<file path="config.mk">
export PLATFORM = sky130hd
export DESIGN_NAME = wallace_reduce_pipe
export DESIGN_NICKNAME = d
export VERILOG_FILES = /design/src/rtl/wallace_pkg.sv /design/src/rtl/wallace_reduce_pipe_csa_row.sv /design/src/rtl/wallace_reduce_pipe.sv
export SDC_FILE = /design/constraint.sdc
export NUM_CORES = 1
export LEC_CHECK = 0
export CAP_MARGIN = 40
export CORE_MARGIN = 10
export CORE_UTILIZATION = 35
export DETAILED_ROUTE_END_ITERATION = 12
export GPL_ROUTABILITY_DRIVEN = 0
export SLEW_MARGIN = 20
export SYNTH_ARGS = -nofsm -noshare
export SYNTH_HDL_FRONTEND = slang
export SYNTH_SLANG_ARGS = --single-unit
</file>
<file path="constraint.sdc">
create_clock -name clk -period 2.8 [get_ports clk]
set_input_delay 0.56 -clock clk [delete_from_list [all_inputs] [get_ports clk]]
set_output_delay 0.56 -clock clk [all_outputs]
set_load 0.02 [all_outputs]
</file>
<file path="src/rtl/wallace_pkg.sv">
// Shared defaults and helpers for the Wallace-tree front end.
// Reduction depth helpers are evaluated at elaboration time to size the CSA tree.
package wallace_pkg;

    localparam int W_DEF     = 4;
    localparam int TAG_W_DEF = 4;

    typedef logic [2*W_DEF-1:0] row_t;

    // Rows left after 'layers' levels of 3:2 reduction, starting from n rows.
    function automatic int rows_after(input int n, input int layers);
        int r;
        r = n;
        for (int l = 0; l < layers; l++) begin
            if (r > 2) begin
                r = r - (r / 3);
            end
        end
        return r;
    endfunction

    // Number of 3:2 levels needed to bring n rows down to two.
    function automatic int csa_layers(input int n);
        int r;
        int l;
        r = n;
        l = 0;
        while (r > 2) begin
            r = r - (r / 3);
            l = l + 1;
        end
        return l;
    endfunction

endpackage

</file>
<file path="src/rtl/wallace_reduce_pipe_csa_row.sv">
// csa_row: N-bit row of full adders. Three rows in, a sum row and a carry row
// already shifted to its weight out; the carry out of the top bit is dropped.
module csa_row #(
    parameter int N = 8
) (
    input  logic [N-1:0] x_i,
    input  logic [N-1:0] y_i,
    input  logic [N-1:0] z_i,
    output logic [N-1:0] sum_o,
    output logic [N-1:0] carry_o
);

    logic [N-1:0] maj;

    assign sum_o   = x_i ^ y_i ^ z_i;
    assign maj     = (x_i & y_i) | (x_i & z_i) | (y_i & z_i);
    assign carry_o = {maj[N-2:0], 1'b0};

endmodule

</file>
<file path="src/rtl/wallace_reduce_pipe.sv">
// wallace_reduce_pipe: two-stage partial-product + carry-save reduction pipeline.
// Stage 1 registers the partial-product array, stage 2 registers the two reduced rows.
// Build option: define WALLACE_SIGNED_EN for two's complement (Baugh-Wooley) operands.
module wallace_reduce_pipe
    import wallace_pkg::*;
#(
    parameter int W     = W_DEF,
    parameter int TAG_W = TAG_W_DEF
) (
    input  logic               clk,
    input  logic               rst,
    input  logic               in_valid,
    output logic               in_ready,
    input  logic [W-1:0]       a,
    input  logic [W-1:0]       b,
    input  logic [TAG_W-1:0]   in_tag,
    output logic               out_valid,
    input  logic               out_ready,
    output logic [2*W-1:0]     row_s,
    output logic [2*W-1:0]     row_c,
    output logic [TAG_W-1:0]   out_tag
);

`ifdef WALLACE_SIGNED_EN
    // The Baugh-Wooley correction constant rides along as one extra row.
    localparam int N_ROWS = W + 1;
    localparam logic [2*W-1:0] BW_CONST = ((2*W)'(1) << W) | ((2*W)'(1) << (2*W-1));
`else
    localparam int N_ROWS = W;
`endif
    localparam int LAYERS = csa_layers(N_ROWS);

    logic [W-1:0][2*W-1:0] pp_d;
    logic [W-1:0][2*W-1:0] pp_q;
    logic [TAG_W-1:0]      tag1_q;
    logic                  v1_q;

    logic [2*W-1:0]        row_s_d;
    logic [2*W-1:0]        row_c_d;
    logic [2*W-1:0]        row_s_q;
    logic [2*W-1:0]        row_c_q;
    logic [TAG_W-1:0]      tag2_q;
    logic                  v2_q;

    logic                  adv2;

    // Stage 2 drains when empty or when the final adder takes the rows; stage 1 follows it.
    assign adv2     = !v2_q || out_ready;
    assign in_ready = !v1_q || adv2;

    // Partial-product array, with sign-bit inversions for the signed build.
    always_comb begin
        pp_d = '0;
        for (int i = 0; i < W; i++) begin
            for (int j = 0; j < W; j++) begin
`ifdef WALLACE_SIGNED_EN
                pp_d[i][i+j] = (a[j] & b[i]) ^ ((j == W-1) != (i == W-1));
`else
                pp_d[i][i+j] = a[j] & b[i];
`endif
            end
        end
    end

    // Stage 1 valid: refilled whenever the stage can accept.
    always_ff @(posedge clk or posedge rst) begin
        if (rst) begin
            v1_q <= 1'b0;
        end else if (in_ready) begin
            v1_q <= in_valid;
        end
    end

    // Stage 1 data: loads only on an accepted pair.
    always_ff @(posedge clk or posedge rst) begin
        if (rst) begin
            pp_q   <= '0;
            tag1_q <= '0;
        end else if (in_ready && in_valid) begin
            pp_q   <= pp_d;
            tag1_q <= in_tag;
        end
    end

    // Carry-save tree: lvl[l] holds the rows entering reduction level l.
    logic [2*W-1:0] lvl [0:LAYERS][0:N_ROWS-1];

    genvar gi, gj, gk;
    generate
        for (gi = 0; gi < W; gi++) begin : g_lvl0
            assign lvl[0][gi] = pp_q[gi];
        end
`ifdef WALLACE_SIGNED_EN
        assign lvl[0][W] = BW_CONST;
`endif
        for (gi = 0; gi < LAYERS; gi++) begin : g_layer
            localparam int N_IN  = rows_after(N_ROWS, gi);
            localparam int N_GRP = N_IN / 3;
            localparam int N_OUT = N_IN - N_GRP;
            for (gj = 0; gj < N_GRP; gj++) begin : g_grp
                csa_row #(.N(2*W)) u_csa (
                    .x_i     (lvl[gi][3*gj]),
                    .y_i     (lvl[gi][3*gj+1]),
                    .z_i     (lvl[gi][3*gj+2]),
                    .sum_o   (lvl[gi+1][2*gj]),
                    .carry_o (lvl[gi+1][2*gj+1])
                );
            end
            for (gk = 2*N_GRP; gk < N_ROWS; gk++) begin : g_pass
                if (gk < N_OUT) begin : g_keep
                    // Rows left over from the grouping move down unchanged.
                    assign lvl[gi+1][gk] = lvl[gi][gk+N_GRP];
                end else begin : g_zero
                    assign lvl[gi+1][gk] = '0;
                end
            end
        end
    endgenerate

    assign row_s_d = lvl[LAYERS][0];
    assign row_c_d = lvl[LAYERS][1];

    // Stage 2 valid: takes stage 1's valid whenever it advances.
    always_ff @(posedge clk or posedge rst) begin
        if (rst) begin
            v2_q <= 1'b0;
        end else if (adv2) begin
            v2_q <= v1_q;
        end
    end

    // Stage 2 data: loads only when advancing with a valid stage-1 entry.
    always_ff @(posedge clk or posedge rst) begin
        if (rst) begin
            row_s_q <= '0;
            row_c_q <= '0;
            tag2_q  <= '0;
        end else if (adv2 && v1_q) begin
            row_s_q <= row_s_d;
            row_c_q <= row_c_d;
            tag2_q  <= tag1_q;
        end
    end

    assign out_valid = v2_q;
    assign row_s     = row_s_q;
    assign row_c     = row_c_q;
    assign out_tag   = tag2_q;

endmodule

</file>
Word-level counts from Yosys, hierarchy flattened
Cells that the tools add are included.

Logic and storage cells: 46. Bits in registers: 41. Output and inout bits: 22.

Bitwise logic cells: 30. Reductions and logical operators: 6.

Operators with widths (number): $and A7 B7 Y7 (3); $or A7 B7 Y7 (3); $and A1 B1 Y1 (16); $xor A6 B8 Y8 (1); $xor A8 B7 Y8 (1); $or A7 B6 Y7 (1); $and A4 B6 Y6 (1); $and A5 B6 Y6 (1); $xor A5 B6 Y6 (1); $and A4 B5 Y5 (1); $xor A4 B5 Y5 (1); $logic_and A1 B1 Y1 (2); $logic_not A1 Y1 (2); $logic_or A1 B1 Y1 (2).

Depth between registers and ports, before layout
Depth after elaboration: 6. Mapped depth: 7. Depth with buffers taken out: 5.

By module
From an unflattened synthesis, not the netlist that was laid out.

Cells, all modules: 135. Area, all modules: 2112.0 µm².

By module, submodules not included: wallace_reduce_pipe (area an instance 1761.7 µm², times used 1, cells an instance 115, sequential area each 1051.0 µm²); csa_row (area an instance 175.2 µm², times used 2, cells an instance 10, sequential area each 0.0 µm²).

Least setup slack after synthesis
No wires, ideal clock.

Path kind: input to register. From: input out_ready. To: register tag1_q[0]. Buffers on the path: 2. Path slack: 1168 ps. Library setup time: 125 ps. Arrival time: 1507 ps. Stages: 7. Data required time: 2675 ps. Cell sequence: nand2b_4 buf_6 nor2_8 inv_6 nand2_4 buf_12 mux2_4.

Word-level cells in the longest chain between the ends: 3.

Ends and longest elaborated chain: from (decl) (RTL line wallace_reduce_pipe.sv:18) `input logic out_ready,`; $logic_or A1 B1 Y1 (RTL line wallace_reduce_pipe.sv:48) `assign adv2 = !v2_q || out_ready;`; $logic_or A1 B1 Y1 (RTL line wallace_reduce_pipe.sv:49) `assign in_ready = !v1_q || adv2;`; named net in_ready (RTL line wallace_reduce_pipe.sv:13) `output logic in_ready,`; $logic_and A1 B1 Y1 (RTL line wallace_reduce_pipe.sv:79) `end else if (in_ready && in_valid) begin`; to (signal assigned) (RTL line wallace_reduce_pipe.sv:81) `tag1_q <= in_tag;`; to (decl) (RTL line wallace_reduce_pipe.sv:35) `logic [TAG_W-1:0] tag1_q;`.

The timed path passes the listed nets, and every way through them passes these cells. A chain may end at the register's enable or synchronous reset.

Worst setup path in the final report
From: input out_ready. To: output in_ready.

Word-level cells in the longest chain between the ends: 2.

Ends and longest elaborated chain (RTL line): $logic_or A1 B1 Y1 (wallace_reduce_pipe.sv:48); $logic_or A1 B1 Y1 (wallace_reduce_pipe.sv:49); to (decl) (wallace_reduce_pipe.sv:13).

No other way between the ends.

==> metrics.md <==
| Metric | Value |
|---|---|
| Synth area leader | dfrtp_1 |
| Antenna Nets Post-Route | 0 |
| Synth unique cells | 22 |
| Root Driver | clkbuf_8 |
| Row cnt | 25 |
| Hold_buf cts | 0 |
| CP max-delay cell | clkdlybuf4s50_1 |
| CTS tree | built |
| Mapped Area | 1760 sq um |
| GRT Overall Usage | 0.0932 |
| Cell class contributing the biggest share of worst-path delay | buffers and inverters |
| Global-route wire length before repair | 6200 microns |
| Sequential cell area | around 900 sq um |
| Die Area | 8250 sq um |
| Crit path cell chain | clkdlybuf4s50_1, nand2b_4, nor2_8, inv_6, clkdlybuf4s50_1 |
| Fillers | 456 |
| Clk pin slew, worst setup/hold paths | roughly 0.060 ns |
| DRT Wirelength | 3480 microns |
| Leak | 1.01 nW |
| Hold_sp | lvl[46]$_DFFE_PP0P_ |
| Peak VDD IR | 356 uV |
| Setup TNS | 0 ns |
| Slew margin rel. | 0.578 |
| Outcome | finished clean |
| Nets | 193 |
| Synth warn | 0 |
| Hold crit path type | flop to flop |
| Share of the synthesized area in the top cell type | 0.527 |
| CP Data Arrival Time | 1.94 ns |
| Largest buffer count on any clock path | 2 |
| Synth Instances | 136 |
| Initial Utilization | 0.367 |
| Initial antenna violation count | 0 |
| Critical path type | primary input to output pin |
| Multi-input gate area | 661 sq um |
| Post-DP HPWL | approximately 2600 microns |
| # diodes | 0 |
| FFs w/ async S/R, synth | 1.00 |
| Fin. Hold Viols | 0 |
| Startpoint Class | primary input |
| Register area share after synthesis | 0.527 |
| Vias per cell | ~4.5 |
| DRT iter0 DRCs | 66 |
| Cell mode on critical path | clkdlybuf4s50_1 |
| Main flop type after synthesis | dfrtp_1 |
| Cell with the most instances after synthesis | dfrtp_1 |
| Number of synthesized flops with an enable pin | 0 |
| #FFs+latches synth | 37 |
| Finished Core Util | 0.452 |
| Vias in the first global route | roughly 1.3k |
| Critical Path Fanout Max | 9 |
| H-tree lvl count | 2 |
| Core area | 4790 sq um |
| Crit-path max cell delay | 0.60 ns |
| DRC | 0 |
| Post-cts sizing count | 0 |
| Final cell count without fillers | 236 |
| DR pass1 iterations | 4 |
| Start point of the critical path | out_ready |
| Placed cells | 229 |
| Post-CTS setup buffers | 0 |
| PwrDens | roughly 700 nW/um^2 |
| Ports | 38 |
| CP Data Required Time | 2.24 ns |
| Top post-synthesis cells by area | dfrtp_1 (53%), mux2i_1 (7.4%), mux2_2 (5.8%) |
| Worst r2r src | lvl[83]$_DFFE_PP0P_ |
| Fraction of layout cells with a size suffix above 1 | 0.148 |
| Worst-margin pin slew | 0.631 ns |
| GR Overflow Total | 0 |
| CTS Buf Count | 5 |
| Max Slew Vio Count | 0 |
| Fmax | 0.401 GHz |
| Avg Inst Size Synth | 12.9 sq um |
| Critical path endpoint category | output pin |
| Clock Skews | around 0.0037 ns |
| Clock sink total | 37 |
| Synth-to-layout area growth | 23.1% |
| WP buf/inv | 3 |
| Tot Pwr | 1.52 mW |
| RSZ-0062 raised after global routing | false |
| Die X | 90.8 microns |
| Period utilization | 0.891 |
| Port bufs | 32 |
| Clock Latency Late Sink | approximately 0.28 ns |
| Largest net degree at the start of global routing | 38 |
| Die H | about 91 microns |
| Number of max-cap violations | 0 |
| Routed WL per cell | ~15 microns |
| Synth cell count leaders | dfrtp_1 (37), inv_1 (17), mux2i_1 (13) |
| Min cycle time layout | 2.50 ns |
| Final Setup Violations | 0 |
| Vias | 1059 |
-- cell type report --
class / count / share of cell area
Multi-Input combinational cell: 73 / 0.305
Clock buffer: 7 / 0.0399
Tap cell: 67 / 0.0388
Timing Repair Buffer: 33 / 0.152
Sequential cell: 37 / 0.428
Inverter: 19 / 0.0364
-- worst register-to-register path: cells and delay by family, from the launching register on --
kind	cells	cell delay [ns]
AO/OA/AOI/OAI	1	0.08
adder cells (fa/ha/maj)	2	0.98
buffers and inverters	1	0.09
flip-flops	1	0.37
-- where the power goes --
group          switching (mW)  leakage, nW  internal [mW]
logic                   0.238        0.507          0.234
registers              0.0497        0.459          0.635
clock network           0.172       0.0443          0.195
-- worst paths after layout --
kind,cells after the start,end,slack (ns)
worst max register to register,4,row_s[3]$_DFFE_PP0P_,1.16
worst min register to register,1,lvl[46]$_DFFE_PP0P_,0.50
min in group asynchronous,3,tag1_q[1]$_DFFE_PP0P_,0.68
worst max-delay path,5,in_ready,0.30
worst min-delay path,1,lvl[46]$_DFFE_PP0P_,0.50
max in group asynchronous,3,row_s[6]$_DFFE_PP0P_,1.78
-- cells in the final DEF (no fill, tap or decap) --
cell | Yosys | final
dfrtp_1 | 37 | 37
clkdlybuf4s50_1 | 0 | 32
inv_1 | 17 | 17
mux2i_1 | 13 | 13
nand2_1 | 12 | 12
mux2_2 | 9 | 9
nand3_1 | 6 | 6
o2bb2ai_1 | 6 | 6
clkbuf_8 | 0 | 6
fa_1 | 5 | 5
conb_1 | 1 | 5
mux2_4 | 4 | 4
a21oi_1 | 3 | 3
a31oi_1 | 3 | 3
ha_1 | 3 | 3
nand2b_4 | 1 | 1
inv_4 | 1 | 1
nor2_8 | 1 | 1
inv_6 | 1 | 1
nand2_4 | 1 | 1
nand2b_1 | 1 | 1
clkbuf_1 | 0 | 1
buf_4 | 7 | 1
-- metrics by stage --
stage	cell area (sq um)	hold slack [ns]	setup WS [ns]
floorplan	1770	0.452	1.17
global placement	2080	0.478	0.314
detailed placement	2080	0.485	0.293
CTS	2160	0.504	0.287
global route	2160	0.515	0.238
finish	2160	0.497	0.305
-- cells by family (layout without fill, tap and decap cells) --
| group | count (synthesis) | after routing | synth area share |
|---|---|---|---|
| other | 1 | 5 | 0.00213 |
| AOI/OAI and AO/OA | 12 | 12 | 0.0491 |
| adders and majority gates | 8 | 8 | 0.0784 |
| DFF | 37 | 37 | 0.527 |
| and+or+nand+nor | 22 | 22 | 0.0719 |
| buffers and inverters | 30 | 59 | 0.105 |
| muxes | 26 | 26 | 0.166 |
-- layer usage --
metal	up-vias	global-route usage	part of all wire	wire length (microns)
met4	0	0.0392	0.016	56
met5	-	0	0	0
met2	37	0.144	0.47	1650
met1	521	0.110	0.43	1490
met3	6	0.0424	0.083	289
li1	495	-	-	-
-- state kept, by name, summed over array words and instances (netlist names) --
register and count:
lvl 16, out_tag 4, out_valid 1, row_c 4, row_s 7, tag1_q 4
v1_q 1
Note: power is estimated with default switching activity, not from simulation.
